File: src/rtl/trap_sequencer.sv
// Machine-mode trap entry / MRET sequencer that owns the CSR write port while a trap is in flight.
// Optional mtval write enabled by defining TRAP_SEQ_MTVAL_EN.
module trap_sequencer #(
    parameter logic [11:0] MEPC_ADDR   = 12'h341,
    parameter logic [11:0] MCAUSE_ADDR = 12'h342,
    parameter logic [11:0] MTVAL_ADDR  = 12'h343
) (
    input  logic        clk,
    input  logic        reset,
    input  logic        XB_exc_illegal_instruction,
    input  logic        FD_exc_illegal_instruction,
    input  logic        FD_exc_instruction_misaligned,
    input  logic        FD_exc_memory_misaligned,
    input  logic        FD_exc_is_store,
    input  logic [31:0] FD_pc,
    input  logic [31:0] XB_pc,
    input  logic [31:0] FD_bad_addr,
    input  logic [31:0] FD_instr,
    input  logic        mret,
    input  logic [31:0] mtvec,
    input  logic [31:0] mepc_in,
    input  logic        ins_csr_we,
    input  logic [11:0] ins_csr_addr,
    input  logic [31:0] ins_csr_wdata,
    output logic        ins_csr_stall,
    output logic        csr_we,
    output logic [11:0] csr_addr,
    output logic [31:0] csr_wdata,
    output logic        flush,
    output logic        redirect_valid,
    output logic [31:0] redirect_pc,
    output logic        busy
);

`ifdef TRAP_SEQ_MTVAL_EN
    typedef enum logic [2:0] {
        IDLE, WR_MEPC, WR_MCAUSE, WR_MTVAL, TRAP_REDIR, MRET_REDIR
    } state_t;
`else
    typedef enum logic [2:0] {
        IDLE, WR_MEPC, WR_MCAUSE, TRAP_REDIR, MRET_REDIR
    } state_t;
`endif

    state_t      state, state_nxt;
    logic [31:0] pc_q;
    logic [3:0]  cause_q;
    logic        exc_any;
    logic [31:0] sel_pc;
    logic [3:0]  sel_cause;
`ifdef TRAP_SEQ_MTVAL_EN
    logic [31:0] tval_q;
    logic [31:0] sel_tval;
`endif

    assign exc_any = XB_exc_illegal_instruction | FD_exc_illegal_instruction |
                     FD_exc_instruction_misaligned | FD_exc_memory_misaligned;

    // Priority select of the trapping instruction's pc/cause/tval; XB is older than FD.
    always_comb begin
        // NOTE: every always_comb output gets a default first so no path leaves it unassigned (no latch).
        sel_pc    = FD_pc;
        sel_cause = 4'd0;
`ifdef TRAP_SEQ_MTVAL_EN
        sel_tval  = FD_bad_addr;
`endif
        if (XB_exc_illegal_instruction) begin
            sel_pc    = XB_pc;
            sel_cause = 4'd2;
`ifdef TRAP_SEQ_MTVAL_EN
            sel_tval  = 32'd0;
`endif
        end else if (FD_exc_illegal_instruction) begin
            sel_cause = 4'd2;
`ifdef TRAP_SEQ_MTVAL_EN
            sel_tval  = FD_instr;
`endif
        end else if (FD_exc_instruction_misaligned) begin
            sel_cause = 4'd0;
        end else if (FD_exc_memory_misaligned) begin
            sel_cause = FD_exc_is_store ? 4'd6 : 4'd4;
        end
    end

    // NOTE: sequential state uses non-blocking assignments so all registers update together at the edge.
    always_ff @(posedge clk) begin
        if (reset) begin
            state   <= IDLE;
            pc_q    <= 32'd0;
            cause_q <= 4'd0;
`ifdef TRAP_SEQ_MTVAL_EN
            tval_q  <= 32'd0;
`endif
        end else begin
            state <= state_nxt;
            if (state == IDLE && exc_any) begin
                pc_q    <= sel_pc;
                cause_q <= sel_cause;
`ifdef TRAP_SEQ_MTVAL_EN
                tval_q  <= sel_tval;
`endif
            end
        end
    end

    always_comb begin
        state_nxt      = state;
        ins_csr_stall  = 1'b1;
        csr_we         = 1'b0;
        csr_addr       = 12'd0;
        csr_wdata      = 32'd0;
        flush          = 1'b1;
        redirect_valid = 1'b0;
        redirect_pc    = 32'd0;
        busy           = 1'b1;
        unique case (state)
            IDLE: begin
                ins_csr_stall = 1'b0;
                flush         = 1'b0;
                busy          = 1'b0;
                // A write from the faulting instruction must not commit.
                csr_we        = ins_csr_we & ~exc_any;
                csr_addr      = ins_csr_addr;
                csr_wdata     = ins_csr_wdata;
                if (exc_any)   state_nxt = WR_MEPC;
                else if (mret) state_nxt = MRET_REDIR;
            end
            WR_MEPC: begin
                csr_we    = 1'b1;
                csr_addr  = MEPC_ADDR;
                csr_wdata = {pc_q[31:2], 2'b00};
                state_nxt = WR_MCAUSE;
            end
            WR_MCAUSE: begin
                csr_we    = 1'b1;
                csr_addr  = MCAUSE_ADDR;
                csr_wdata = {1'b0, 27'd0, cause_q};
`ifdef TRAP_SEQ_MTVAL_EN
                state_nxt = WR_MTVAL;
`else
                state_nxt = TRAP_REDIR;
`endif
            end
`ifdef TRAP_SEQ_MTVAL_EN
            WR_MTVAL: begin
                csr_we    = 1'b1;
                csr_addr  = MTVAL_ADDR;
                csr_wdata = tval_q;
                state_nxt = TRAP_REDIR;
            end
`endif
            TRAP_REDIR: begin
                redirect_valid = 1'b1;
                redirect_pc    = {mtvec[31:2], 2'b00};
                state_nxt      = IDLE;
            end
            MRET_REDIR: begin
                redirect_valid = 1'b1;
                redirect_pc    = {mepc_in[31:2], 2'b00};
                state_nxt      = IDLE;
            end
            default: state_nxt = IDLE;
        endcase
        // Synchronous reset also silences the outputs in the cycle it is asserted.
        if (reset) begin
            ins_csr_stall  = 1'b0;
            csr_we         = 1'b0;
            flush          = 1'b0;
            redirect_valid = 1'b0;
            redirect_pc    = 32'd0;
            busy           = 1'b0;
        end
    end

endmodule

File: config.mk
export PLATFORM = sky130hd
export DESIGN_NAME = trap_sequencer
export DESIGN_NICKNAME = d
export VERILOG_FILES = /design/src/rtl/trap_sequencer.sv
export SDC_FILE = /design/constraint.sdc
export NUM_CORES = 1
export LEC_CHECK = 0
export BUFFER_PORTS_ARGS = -buffer_cell sky130_fd_sc_hd__buf_2
export CAP_MARGIN = 20
export CORE_AREA = 3 3 127 129
export CTS_CLUSTER_DIAMETER = 40
export DETAILED_ROUTE_END_ITERATION = 8
export DIE_AREA = 0 0 130 132
export GPL_TIMING_DRIVEN = 0
export HOLD_SLACK_MARGIN = 0.02
export PLACE_DENSITY_LB_ADDON = 0.3
export RECOVER_POWER = 50
export REMOVE_ABC_BUFFERS = 1
export SLEW_MARGIN = 10
export SYNTH_ARGS = -nofsm -noshare
export SYNTH_HDL_FRONTEND = slang
export SYNTH_SLANG_ARGS = --single-unit
File: constraint.sdc
create_clock -name clk -period 4.85 [get_ports clk]
set_clock_uncertainty 0.1 [all_clocks]
set_input_delay 0.485 -clock clk [delete_from_list [all_inputs] [get_ports clk]]
set_output_delay 0.485 -clock clk [all_outputs]
set_load 0.05 [all_outputs]
==> After elaboration in Yosys (flattened, before gate mapping) <==
Cells that the tools add are included.
{ "word_totals": {"register_bits": 39, "output_inout_bits": 81} }
{ "classes": {"bitwise_logic": 5, "mux": 19, "n_reduce_logical": 4, "eq_ne": 5} }
{ "ops": {"columns": ["op", "n"], "rows": [
  ["32-bit case mux with 3 select lines", 1],
  ["32-bit 2-to-1 mux", 2],
  ["32-bit case mux with 2 select lines", 1],
  ["12-bit case mux with 3 select lines", 1],
  ["3-bit 2-to-1 mux", 6],
  ["3-bit case mux with 3 select lines", 1],
  ["3-bit by 2-bit equality test with 1-bit output, second input constant", 2],
  ["1-bit 2-to-1 mux", 5],
  ["2-bit OR reduction", 2],
  ["3-bit by 1-bit equality test with 1-bit output, second input constant", 1],
  ["3-bit equality test, second input constant", 1],
  ["3-bit zero test", 1],
  ["3-bit inequality test, second input constant", 1],
  ["1-bit bitwise OR", 3],
  ["2-bit 2-to-1 mux", 1],
  ["1-bit case mux with 2 select lines", 1],
  ["1-bit AND", 1],
  ["1-bit logical AND", 1],
  ["1-bit NOT", 1]
]} }

==> Logic depth before layout (Yosys ltp) <==
{ "logic_depth": {"word_depth": 7, "mapped_depth": 7} }

==> Least setup slack after synthesis <==
No wires, ideal clock.
{ "synth_path": {"path_kind": "input -> output", "start": "in XB_exc_illegal_instruction", "end": "out csr_we", "arrival_time_ps": 2164, "setup_slack_ps": 2101, "n_path_buf": 1, "path_stages": 4, "path_cell_list": "buf_6 nor4_1 a211oi_1 nor3b_1"} }
{ "synth_between": {"elab_chain_cells": 7} }
{ "synth_lines": {"columns": ["item", "line", "source"], "rows": [
  ["start, declared", "10", "input logic XB_exc_illegal_instruction,"],
  ["1-bit bitwise OR (2 in a row)", "56", "assign exc_any = XB_exc_illegal_instruction | FD_exc_illegal_instruction |"],
  ["1-bit bitwise OR", "57", "FD_exc_instruction_misaligned | FD_exc_memory_misaligned;"],
  ["1-bit NOT", "122", "csr_we = ins_csr_we & ~exc_any;"],
  ["1-bit AND", "122", null],
  ["1-bit case mux with 2 select lines", "116", "unique case (state)"],
  ["1-bit 2-to-1 mux", "165", "if (reset) begin"],
  ["end, declared", "26", "output logic csr_we,"]
]} }
No other way between the ends.

==> Worst setup path after layout <==
Ends and elaborated chain as after synthesis.

==> results.toml <==
[logic_synthesis]
avgSynthCellArea_um2 = 8.63
seq_area_frac_synth = 0.265
synth_area_um2 = 2640
synth.distinct_cells = 27
synthFlopType = "dfxtp_1"
ys_warn_count = 0
synth_edf_count = 0
synth.most_common_cell = "nor2_1"
synth_top_area_cell = "dfxtp_1"
synth_seq_cells = 35
yosys-top-cells-area = "dfxtp_1, a211oi_2, mux2i_1"
post-synth-top-area-fraction = 0.265
async_reset_ff_frac = 0
synth_commonest_cells = "nor2_1, dfxtp_1, a21oi_1, clkbuf_1, mux2i_1"
syn_inst = 306

[die]
io_pins = 326
rows = 45
die-area_um2 = 17200
start_util = 0.174
die_h_um = 132
core_area_um2 = 15100
die_w_um = 130

[route]
wl_um = 10600
drt-pass1-iter-count = 4
drtIter0Drc = 87
drc_errors = 0
dr_total_vias = 3305
ant_nets = 0
routedWlPerCell_um = 14.8
avgViaCountPerCell = 4.60

[setup_path]
start_kind = "input pin"
path_max_fanout = 34
r2r_slack_ns = 1.72
worst_path_most_repeated_cell = "clkbuf_1"
path_class = "in2out"
crit_required_ns = 4.26
crit_path_start = "XB_exc_illegal_instruction"
crit_chain = "clkbuf_1 -> nor4_1 -> a211oi_1 -> nor3b_1 -> clkbuf_1"
worstSetupEndpointType = "primary output"
r2r_start = "state[1]$_SDFFE_PP0P_"
critical_path.max_stage_delay_ns = 1.76
slowest_stage = "clkbuf_1"
worstPathArrival_ns = 3.25

[placed_design]
dp_hpwl_um = 8660
place_area_um2 = 4090
port_buffers = 251
pre_cts_ws_ns = 1.75
gp_congestion = 0.845

[clock_network]
cts_buffers = 5
postCtsHoldBufs = 0
cts.clk_slew.worst_paths_ns = 0.06
clk_path_buf_depth = 2
root_buffer = "clkbuf_16"
cts_tree = "done"
htree_levels = 2
cts_sinks = 35
cts_resized = 0
worstSkewPairLatency_ns = 0.28
post-cts-setup-buffers = 0

[finish]
drive_above_1_share = 0.474
final_area_um2 = 4060
register_area_um2 = 701
multi_input_area_um2 = 1590
nets = 774
fillers = 1697
diodes = 0
synthToLayoutAreaGrowth_pct = 53.6

[timing]
setup_viol = 0
finalCritPeriodShare = 0.791
rsz0062_at_grt = "no"
hold_viol = 0
min_period_ns = 3.83
max_freq_mhz = 261
slew_headroom = -0.679
worstMarginPinSlew_ns = 2.52
slew_viol_final = 35
setup_slack_ns = 1.02

[global_routing]
grt_usage = 0.113
grt_pass1_vias = 3226
grt_max_degree = 68
grt_pass1_wl_um = 15800
antenna_found_initial = 0
use_met3 = 0.0211
grt_overflow = 0
busiest_layer = "met2"
use_met1 = 0.128
met2_usage = 0.211

[min_path]
holdCritPathClass = "in2reg"
min-delay-start = "mret"

[pwr]
power.leakage_nw = 1.99
peakVddDrop_mv = 0.0975
p_per_area_nw_per_um2 = 305

[run]
max-cap-violations = 1

[outcome]
status = "finished with violations"
violations = "capacitance limit, slew limit"
==> power breakdown <==
part / internal, mW / switching, mW / leakage, nW
Clock: 0.189 / 0.118 / 0.0669
Sequential: 0.325 / 0.0271 / 0.291
Combinational: 0.198 / 0.382 / 1.63
==> worst max-delay path, delay by kind of cell <==
kind,cells,cell delay (ns)
AO/OA/AOI/OAI,1,0.36
buffers and inverters,2,2.06
AND/OR/NAND/NOR,2,0.32
==> flip-flops by register name (all words and copies together), names as in the netlist <==
name and flops:
pc_q 30, state 3, cause_q 2
==> cell usage in the layout, fill, tap and decap left out <==
cell type,count
and2_1,8
a311oi_1,1
and4b_1,1
o22a_1,1
mux2i_1,32
buf_16,3
and2_2,1
buf_8,2
clkinv_2,1
nor2_1,37
or4_1,1
a211oi_1,29
a21oi_1,33
a22o_1,29
inv_1,1
nor4_1,2
a22oi_1,30
buf_4,4
clkbuf_1,23
nor3b_1,1
clkbuf_16,5
o31a_1,4
conb_1,2
a211oi_2,3
buf_12,1
xnor2_1,1
nor3b_2,2
clkinvlp_4,1
nor3_1,6
and3b_1,1
dfxtp_1,35
nand2_1,1
buf_2,228
==> final timing paths <==
kind	to	cells after the start
setup / recovery	csr_we	5
hold / removal	state[2]$_SDFFE_PP0P_	2
setup reg to reg	cause_q[1]$_SDFFE_PP0P_	7
hold reg to reg	cause_q[2]$_SDFFE_PP0P_	2
==> stage by stage <==
step | hold WS, ns | power (mW) | utilization | cells | TNS [ns]
after floorplan | 0.388 | 0.756 | - | 262 | 0
after global placement | 0.403 | 0.941 | 0.258 | 701 | -37.13
after detailed placement | 0.409 | 0.977 | 0.270 | 710 | 0
after CTS | 0.373 | 1.30 | 0.279 | 718 | 0
after global routing | 0.395 | 1.32 | 0.268 | 718 | 0
final | 0.383 | 1.24 | 0.268 | 718 | 0
==> kinds of logic after synthesis <==
family	synth area share
AOI/OAI and AO/OA	0.412
xor gates and xnor gates	0.00332
buffers and inverters	0.0853
DFF	0.265
muxes	0.121
other	0.00142
and+or+nand+nor	0.112
==> layer usage <==
layer,wire [um],up-vias,part of all wire
met1,4290,1496,0.40
met2,5280,195,0.50
li1,-,1604,-
met4,140,0,0.013
met3,916,10,0.086
met5,0,-,0
==> layout make-up <==
type,instances,area share
timing repair buffer,260,0.342
tap,188,0.0580
clock buffer,6,0.0318
clock inverter,2,0.00308
sequential,35,0.173
multi-input combinational,226,0.392
inverter,1,0.000925
Note: power is estimated with default switching activity, not from simulation.
